===== config.mk =====
export PLATFORM = sky130hd
export DESIGN_NAME = layer_seq_ctrl_flat
export DESIGN_NICKNAME = d
export VERILOG_FILES = /design/src/rtl/layer_seq_ctrl_if.sv /design/src/rtl/layer_seq_ctrl.sv /design/src/flat_wrapper.sv
export SDC_FILE = /design/constraint.sdc
export NUM_CORES = 1
export LEC_CHECK = 0
export ABC_AREA = 1
export CORE_ASPECT_RATIO = 1.4
export CORE_MARGIN = 5
export CORE_UTILIZATION = 50
export DETAILED_ROUTE_END_ITERATION = 7
export MAX_ROUTING_LAYER = met4
export PLACE_DENSITY = 0.78
export SKIP_LAST_GASP = 1
export SYNTH_ARGS = -nofsm -noshare
export SYNTH_HDL_FRONTEND = slang
export SYNTH_SLANG_ARGS = --single-unit
export TNS_END_PERCENT = 10

===== constraint.sdc =====
create_clock -name clk -period 2.6 [get_ports clk]
set_input_delay 0.52 -clock clk [delete_from_list [all_inputs] [get_ports clk]]
set_output_delay 0.52 -clock clk [all_outputs]
set_load 0.05 [all_outputs]

===== src/rtl/layer_seq_ctrl_if.sv =====
// -----------------------------------------------------------------------------
// layer_seq_ctrl_if
// Bundles the upstream capture inputs, the downstream serial stream and the
// status/argmax outputs of layer_seq_ctrl.
//   i_valid   [NN]            per-neuron result valid pulses (upstream layer)
//   i_data    [NN*dataWidth]  packed neuron results, neuron n at [n*dataWidth +: dataWidth]
//   stall                     downstream hold
//   x_valid/x_out/x_last      serial element stream to the next layer
//   busy, err                 SEND-in-progress and sticky protocol error
//   max_idx, max_valid        argmax result (zero unless LAYER_SEQ_ARGMAX_EN)
// modport master : the environment (drives captures and stall)
// modport slave  : the sequencer
// -----------------------------------------------------------------------------
interface layer_seq_ctrl_if #(
  parameter int NN        = 30,
  parameter int dataWidth = 16
);
  localparam int IW = $clog2(NN);

  logic [NN-1:0]           i_valid;
  logic [NN*dataWidth-1:0] i_data;
  logic                    stall;
  logic                    x_valid;
  logic [dataWidth-1:0]    x_out;
  logic                    x_last;
  logic                    busy;
  logic                    err;
  logic [IW-1:0]           max_idx;
  logic                    max_valid;

  modport master (
    output i_valid, i_data, stall,
    input  x_valid, x_out, x_last, busy, err, max_idx, max_valid
  );

  modport slave (
    input  i_valid, i_data, stall,
    output x_valid, x_out, x_last, busy, err, max_idx, max_valid
  );
endinterface


===== src/rtl/layer_seq_ctrl.sv =====
// -----------------------------------------------------------------------------
// layer_seq_ctrl
// Inter-layer sequencer: captures the NN parallel results of one neuron layer
// into a buffer, then streams them one per cycle in neuron-index order as the
// serial input of the next layer. Honours a downstream stall and raises a
// sticky err on duplicate captures or captures arriving while streaming.
// Ports:
//   clk  clock
//   rst  asynchronous, active-high reset
//   bus  layer_seq_ctrl_if.slave (capture inputs, serial stream, status)
// Build option:
//   LAYER_SEQ_ARGMAX_EN  track the signed maximum of the emitted elements and
//                        report its index (max_idx) with a max_valid pulse
//                        alongside x_last; otherwise both outputs are tied 0.
// -----------------------------------------------------------------------------
module layer_seq_ctrl #(
  parameter int NN        = 30,
  parameter int dataWidth = 16
) (
  input  logic              clk,
  input  logic              rst,
  layer_seq_ctrl_if.slave   bus
);
  localparam int IW = $clog2(NN);

  typedef enum logic {IDLE, SEND} state_t;

  state_t               state_q, state_d;
  logic [dataWidth-1:0] buf_mem [NN];
  logic [NN-1:0]        flag_q;
  logic [IW-1:0]        idx_q;
  logic                 x_valid_q, x_last_q, busy_q, err_q;
  logic [dataWidth-1:0] x_out_q;

  logic [NN-1:0] flag_nxt;
  logic          capture, start, emit, last_idx, frame_done, proto_err;

  always_ff @(posedge clk or posedge rst) begin
    if (rst) state_q <= IDLE;
    else     state_q <= state_d;
  end

  always_comb begin
    state_d    = state_q;
    flag_nxt   = flag_q | bus.i_valid;
    capture    = 1'b0;
    start      = 1'b0;
    emit       = 1'b0;
    frame_done = 1'b0;
    proto_err  = 1'b0;
    last_idx   = (idx_q == IW'(NN - 1));
    case (state_q)
      IDLE: begin
        capture   = 1'b1;
        proto_err = |(bus.i_valid & flag_q);
        if (&flag_nxt) begin
          start   = 1'b1;
          state_d = SEND;
        end
      end
      SEND: begin
        proto_err = |bus.i_valid;
        if (!bus.stall) begin
          emit = 1'b1;
          if (last_idx) begin
            frame_done = 1'b1;
            state_d    = IDLE;
          end
        end
      end
      default: state_d = IDLE;
    endcase
  end

  // Buffer contents are don't-care after reset, so it carries no reset.
  always_ff @(posedge clk) begin
    if (capture) begin
      for (int unsigned n = 0; n < NN; n++) begin
        if (bus.i_valid[n]) buf_mem[n] <= bus.i_data[n*dataWidth +: dataWidth];
      end
    end
  end

  always_ff @(posedge clk or posedge rst) begin
    if (rst) begin
      flag_q    <= '0;
      idx_q     <= '0;
      x_valid_q <= 1'b0;
      x_out_q   <= '0;
      x_last_q  <= 1'b0;
      busy_q    <= 1'b0;
      err_q     <= 1'b0;
    end else begin
      x_valid_q <= 1'b0;
      x_last_q  <= 1'b0;
      if (proto_err) err_q <= 1'b1;
      if (capture)   flag_q <= flag_nxt;
      if (start) begin
        idx_q  <= '0;
        busy_q <= 1'b1;
      end
      if (emit) begin
        x_valid_q <= 1'b1;
        x_out_q   <= buf_mem[idx_q];
        x_last_q  <= last_idx;
        idx_q     <= idx_q + 1'b1;
      end
      if (frame_done) begin
        flag_q <= '0;
        idx_q  <= '0;
        busy_q <= 1'b0;
      end
    end
  end

  assign bus.x_valid = x_valid_q;
  assign bus.x_out   = x_out_q;
  assign bus.x_last  = x_last_q;
  assign bus.busy    = busy_q;
  assign bus.err     = err_q;

`ifdef LAYER_SEQ_ARGMAX_EN
  logic signed [dataWidth-1:0] run_max_q;
  logic [IW-1:0]               max_idx_q;
  logic                        max_valid_q;
  logic signed [dataWidth-1:0] cur;
  logic                        upd;

  // Index 0 seeds the running maximum; strict compare keeps the lower index on ties.
  always_comb begin
    cur = $signed(buf_mem[idx_q]);
    upd = (idx_q == '0) || (cur > run_max_q);
  end

  always_ff @(posedge clk or posedge rst) begin
    if (rst) begin
      run_max_q   <= '0;
      max_idx_q   <= '0;
      max_valid_q <= 1'b0;
    end else begin
      max_valid_q <= 1'b0;
      if (emit) begin
        if (upd) begin
          run_max_q <= cur;
          max_idx_q <= idx_q;
        end
        max_valid_q <= last_idx;
      end
    end
  end

  assign bus.max_idx   = max_idx_q;
  assign bus.max_valid = max_valid_q;
`else
  assign bus.max_idx   = '0;
  assign bus.max_valid = 1'b0;
`endif
endmodule

===== src/flat_wrapper.sv =====
// flat-port wrapper written by rule: the top's interface ports become plain ports
module layer_seq_ctrl_flat 
#(
  parameter int NN        = 30,
  parameter int dataWidth = 16
)
  (clk, rst, bus_i_valid, bus_i_data, bus_stall, bus_x_valid, bus_x_out, bus_x_last, bus_busy, bus_err, bus_max_idx, bus_max_valid);
  layer_seq_ctrl_if #(.NN(NN), .dataWidth(dataWidth)) bus_i ();
  input  logic clk;
  input  logic rst;
  input wire logic [$bits(bus_i.i_valid)-1:0] bus_i_valid;
  input wire logic [$bits(bus_i.i_data)-1:0] bus_i_data;
  input wire logic [$bits(bus_i.stall)-1:0] bus_stall;
  output wire logic [$bits(bus_i.x_valid)-1:0] bus_x_valid;
  output wire logic [$bits(bus_i.x_out)-1:0] bus_x_out;
  output wire logic [$bits(bus_i.x_last)-1:0] bus_x_last;
  output wire logic [$bits(bus_i.busy)-1:0] bus_busy;
  output wire logic [$bits(bus_i.err)-1:0] bus_err;
  output wire logic [$bits(bus_i.max_idx)-1:0] bus_max_idx;
  output wire logic [$bits(bus_i.max_valid)-1:0] bus_max_valid;
  assign bus_i.i_valid = bus_i_valid;
  assign bus_i.i_data = bus_i_data;
  assign bus_i.stall = bus_stall;
  assign bus_x_valid = bus_i.x_valid;
  assign bus_x_out = bus_i.x_out;
  assign bus_x_last = bus_i.x_last;
  assign bus_busy = bus_i.busy;
  assign bus_err = bus_i.err;
  assign bus_max_idx = bus_i.max_idx;
  assign bus_max_valid = bus_i.max_valid;
  layer_seq_ctrl #(.NN(NN), .dataWidth(dataWidth)) u_core (.clk(clk), .rst(rst), .bus(bus_i));
endmodule

---- Yosys cells after proc, flatten, opt, wreduce, memory -nomap -nowiden ----
Memories as Yosys holds them, arrays and structs flattened. A register that Yosys moved wholly into a read port is not among the register bits.
Cells that the tools add are included.
storage, ports and cells
  flip-flop bits (word level) ............. 40
  RAM bits ................................ 480
  output and inout bits ................... 26
  word-level logic and storage cells ...... 129
  memories ................................ 1
memories
  name            depth  width  read ports  clocked after memory_dff  wr ports  line                  text
  u_core.buf_mem  30     16     1           1                         30        layer_seq_ctrl.sv:29  logic [dataWidth-1:0] buf_mem [NN];
cells by class
  add/subtract/negate cells ............... 1
  equal/unequal tests ..................... 2
  mux-type cells .......................... 110
  bitwise operators ....................... 3
  reductions and logical operators ........ 5
operators by type and width
  cell                                                            number
  1-bit 2-to-1 mux                                                103
  30-bit 2-to-1 mux                                               2
  30-bit OR reduction                                             2
  30-bit bitwise AND                                              1
  30-bit OR                                                       1
  30-bit AND reduction                                            1
  5-bit 2-to-1 mux                                                3
  5-bit by 1-bit adder with 5-bit output (second input constant)  1
  5-bit == test (second input constant)                           1
  1-bit one-hot mux with 2 select lines                           2
  3-bit nonzero test                                              1
  2-bit != test (second input constant)                           1
  2-bit nonzero test                                              1
  1-bit inverter                                                  1

---- Logic depth before layout (Yosys ltp) ----
  word-level depth ........................ 7
  gate-level depth with buffers ........... 13
  gate-level depth less buffers ........... 10

---- Least setup slack after synthesis ----
No wires, ideal clock.
  kind .................................... reg2reg
  start ................................... register u_core.state_q
  end ..................................... memory u_core.buf_mem[16][0] (enable)
  arrival ................................. 1601 ps
  setup slack ............................. 610 ps
  cell stages (with the launch flop) ...... 5
  buffers on the path ..................... 3
  clock period less this slack ............ 1990 ps
  cells stage by stage .................... dfrtp_1 buf_2 clkbuf_1 clkbuf_1 nor2_1
RTL lines
  what                      line                  text
  start: declaration        layer_seq_ctrl.sv:28  state_t state_q, state_d;
  start signal: assignment  layer_seq_ctrl.sv:40  else state_q <= state_d;
  end: declaration          layer_seq_ctrl.sv:29

---- Final worst setup path ----
  start ................................... register u_core.busy_q, in the netlist u_core.bus.busy
  end ..................................... output bus_busy
RTL lines
  what                      line                   text
  start: declaration        layer_seq_ctrl.sv:32   logic x_valid_q, x_last_q, busy_q, err_q;
  start signal: assignment  layer_seq_ctrl.sv:91   busy_q <= 1'b0;
  start signal: assignment  layer_seq_ctrl.sv:100  busy_q <= 1'b1;
  start signal: assignment  layer_seq_ctrl.sv:111  busy_q <= 1'b0;
  end: declaration          flat_wrapper.sv:17     output wire logic [$bits(bus_i.busy)-1:0] bus_busy;
No word-level cell between the ends.

==> flow_summary.yaml <==
clock_network:
  root_buffer: "clkbuf_16"
  postCtsHoldBufs: 0
  cts.path.max_buffers: 3
  cts_setup_buffers: 0
  clock_sinks: 536
  cts_resized: 0
  cts_inserted_buffers: 50
  cts_tree: "done"
  clk_latency_ps: 570
  h-tree-depth: 2
  clk_pin_slew_ps: 70
setup_path:
  worstSetupPathType: "register to primary output"
  crit_family: "buffers and inverters"
  critPathArrivalTime_ps: 1880
  cp_max_fo: 2
  path_cells: "clkdlybuf4s50_1"
  max_stage_delay_ps: 860
  worstSetupEndpointType: "primary output"
  startpoint_type: "register"
  worst-path-buf-inv: 1
  slowest_stage: "clkdlybuf4s50_1"
  cp.required_ps: 2080
route:
  drt_pass1_iterations: 6
  via_per_inst: 5.60
  wirelength_mm: 79.7
  drc: 0
  antenna_left: 0
  drtIter0Drc: 2008
  wl_per_cell_um: 25.5
  num_vias: 17500
placed_design:
  gp_congestion: 1.01
  numPortBuffers: 532
  dpl_cell_area_sq_mm: 0.0282
  dp_hpwl_mm: 59.8
  dpl.cell_count: 3023
logic_synthesis:
  ys.warnings.count: 0
  ys_seq_elements: 536
  ys.flop_type: "edfxtp_1"
  synth_cell_types: 32
  syn_area_sq_mm: 0.0223
  synth_edf_count: 480
  async_reset_ff_share_pct: 10.4
  ys_seq_area_share_pct: 70.9
  syn_area_per_cell_sq_um: 11.2
  syn_inst: 1987
floorplanning:
  die_h_um: 260
  rows: 91
  coreArea_sq_mm: 0.0442
  io_pins: 539
  dieArea_sq_mm: 0.0490
  die_x_um: 189
  start_util_pct: 50.5
run_status:
  outcome: "finished, final reports clean"
sta:
  tns_ps: 0
  drv_slew: 0
  fin_crit_ps: 2400
  tightestPinTransition_ps: 803
  rsz0062_at_grt: "false"
  fmax_mhz: 416
  clock_skew_ps: 11.8
  finalSetupViolCount: 0
  relSlewSlack_pct: 46.5
  finalHoldViolCount: 0
  fin_crit_sh_pct: 92.4
job:
  max-cap-violations: 0
pwr:
  vdd_drop_max_mv: 0.674
  cellPowerDensity_mw_per_mm2: 968
  p_leak_nw: 11.5
worst_hold_path:
  hold_path_class: "primary input to asynchronous set/reset pin"
final_layout:
  multi_input_area_sq_mm: 0.00530
  area_delta_synth_final_pct: 34.2
  seq_area_sq_mm: 0.0158
  final_nets: 3032
  fin_area_sq_mm: 0.0299
  final_cells: 3130
  drive_gt1_share_pct: 6.37
  fillers: 3227
global_route:
  grt_pass1_wl_mm: 114
  antenna_found_initial: 11
  grt_usage_pct: 32.5
  grt_pass1_vias: 17900
  grt_max_degree: 127
  gr-total-overflow: 0
[through the flow]
step	utilization [%]	setup slack, ps	power, W	hold WS [ps]
2_1_floorplan	-	610	0.0173	475
3_3_place_gp	63.9	418	0.0213	464
3_5_place_dp	63.9	421	0.0215	467
4_1_cts	67.7	188	0.0290	334
5_1_grt	67.7	195	0.0302	349
6_report	67.8	199	0.0290	327
[logic make-up after synthesis]
group | share of synthesized area [%]
flip-flops | 70.9
other | 0.0168
AND/OR/NAND/NOR | 17.5
XOR/XNOR | 0.0393
adder cells (fa/ha/maj) | 0.112
buffers and inverters | 5.64
AO/OA/AOI/OAI | 5.82
[worst paths after layout]
check,start,slack (ps),endpoint,depth (start not counted)
setup reg to reg,u_core.idx_q[0],390,u_core.bus.x_out[5],8
max in group asynchronous,rst,1940,u_core.idx_q[0],3
min in group clk,u_core.bus.x_out[5],480,u_core.bus.x_out[5],2
setup / recovery,u_core.bus.busy,200,bus_busy,1
hold reg to reg,u_core.bus.x_out[5],480,u_core.bus.x_out[5],2
hold / removal,rst,330,u_core.flag_q[23],3
[cells in the final DEF, fill, tap and decap left out, drive strengths merged]
master / n
clkdlybuf4s50: 532
nand2: 389
nor4: 2
o211a: 1
conb: 6
buf: 58
nand3: 213
ha: 2
edfxtp: 480
or2: 5
clkbuf: 66
nor3: 6
o22ai: 26
nand4: 12
o21ai: 178
a22oi: 1
xor2: 1
clkinv: 23
a211oi: 1
diode: 14
bufinv: 6
dfrtp: 56
o211ai: 12
inv: 134
nor2: 322
a21oi: 26
[power breakdown]
group,total [W],switching (W),internal [W]
combinational,0.0104,0.00717,0.00323
clock,0.00749,0.00316,0.00434
sequential,0.0111,0.000421,0.0107
[Yosys cell counts (6+ instances only)]
cell type	instances	share of area [%]
a21oi_1	26	0.58
buf_2	39	0.87
buf_4	18	0.61
buf_6	25	1.3
clkbuf_1	30	0.50
dfrtp_1	56	6.3
edfxtp_1	480	65
inv_1	129	2.2
nand2_1	389	6.5
nand3_1	213	4.8
nand4_1	11	0.31
nor2_1	320	5.4
nor3_1	6	0.13
o211ai_1	12	0.40
o21ai_0	102	2.3
o21ai_1	76	1.7
o22ai_1	26	0.73
[per-layer routing]
metal	up-vias	share of wire (%)	global-route usage (%)
met5	-	0	-
met4	0	5.6	16.1
met3	191	8.6	5.75
met2	1084	51	55.6
met1	8380	34	37.1
li1	7867	-	-
[registers in the layout, indices dropped and copies added, names as in the netlist]
signal and count:
u_core.bus.x_last 1, u_core.bus.x_valid 1, u_core.bus.x_out 16, u_core.bus.err 1, u_core.idx_q 5, u_core.flag_q 30
u_core.bus.busy 1, u_core.buf_mem 480, u_core.state_q 1
[final cells by class]
cell class | count | share of cell area [%]
flip-flops and latches | 536 | 52.9
repair buffers | 590 | 19.7
multi-input cells | 1203 | 17.7
clock buffers | 66 | 4.63
well taps | 558 | 2.33
inverters | 136 | 1.73
clock inverters | 27 | 0.924
diodes | 14 | 0.117
No activity file was read; power rests on OpenSTA's default activity.
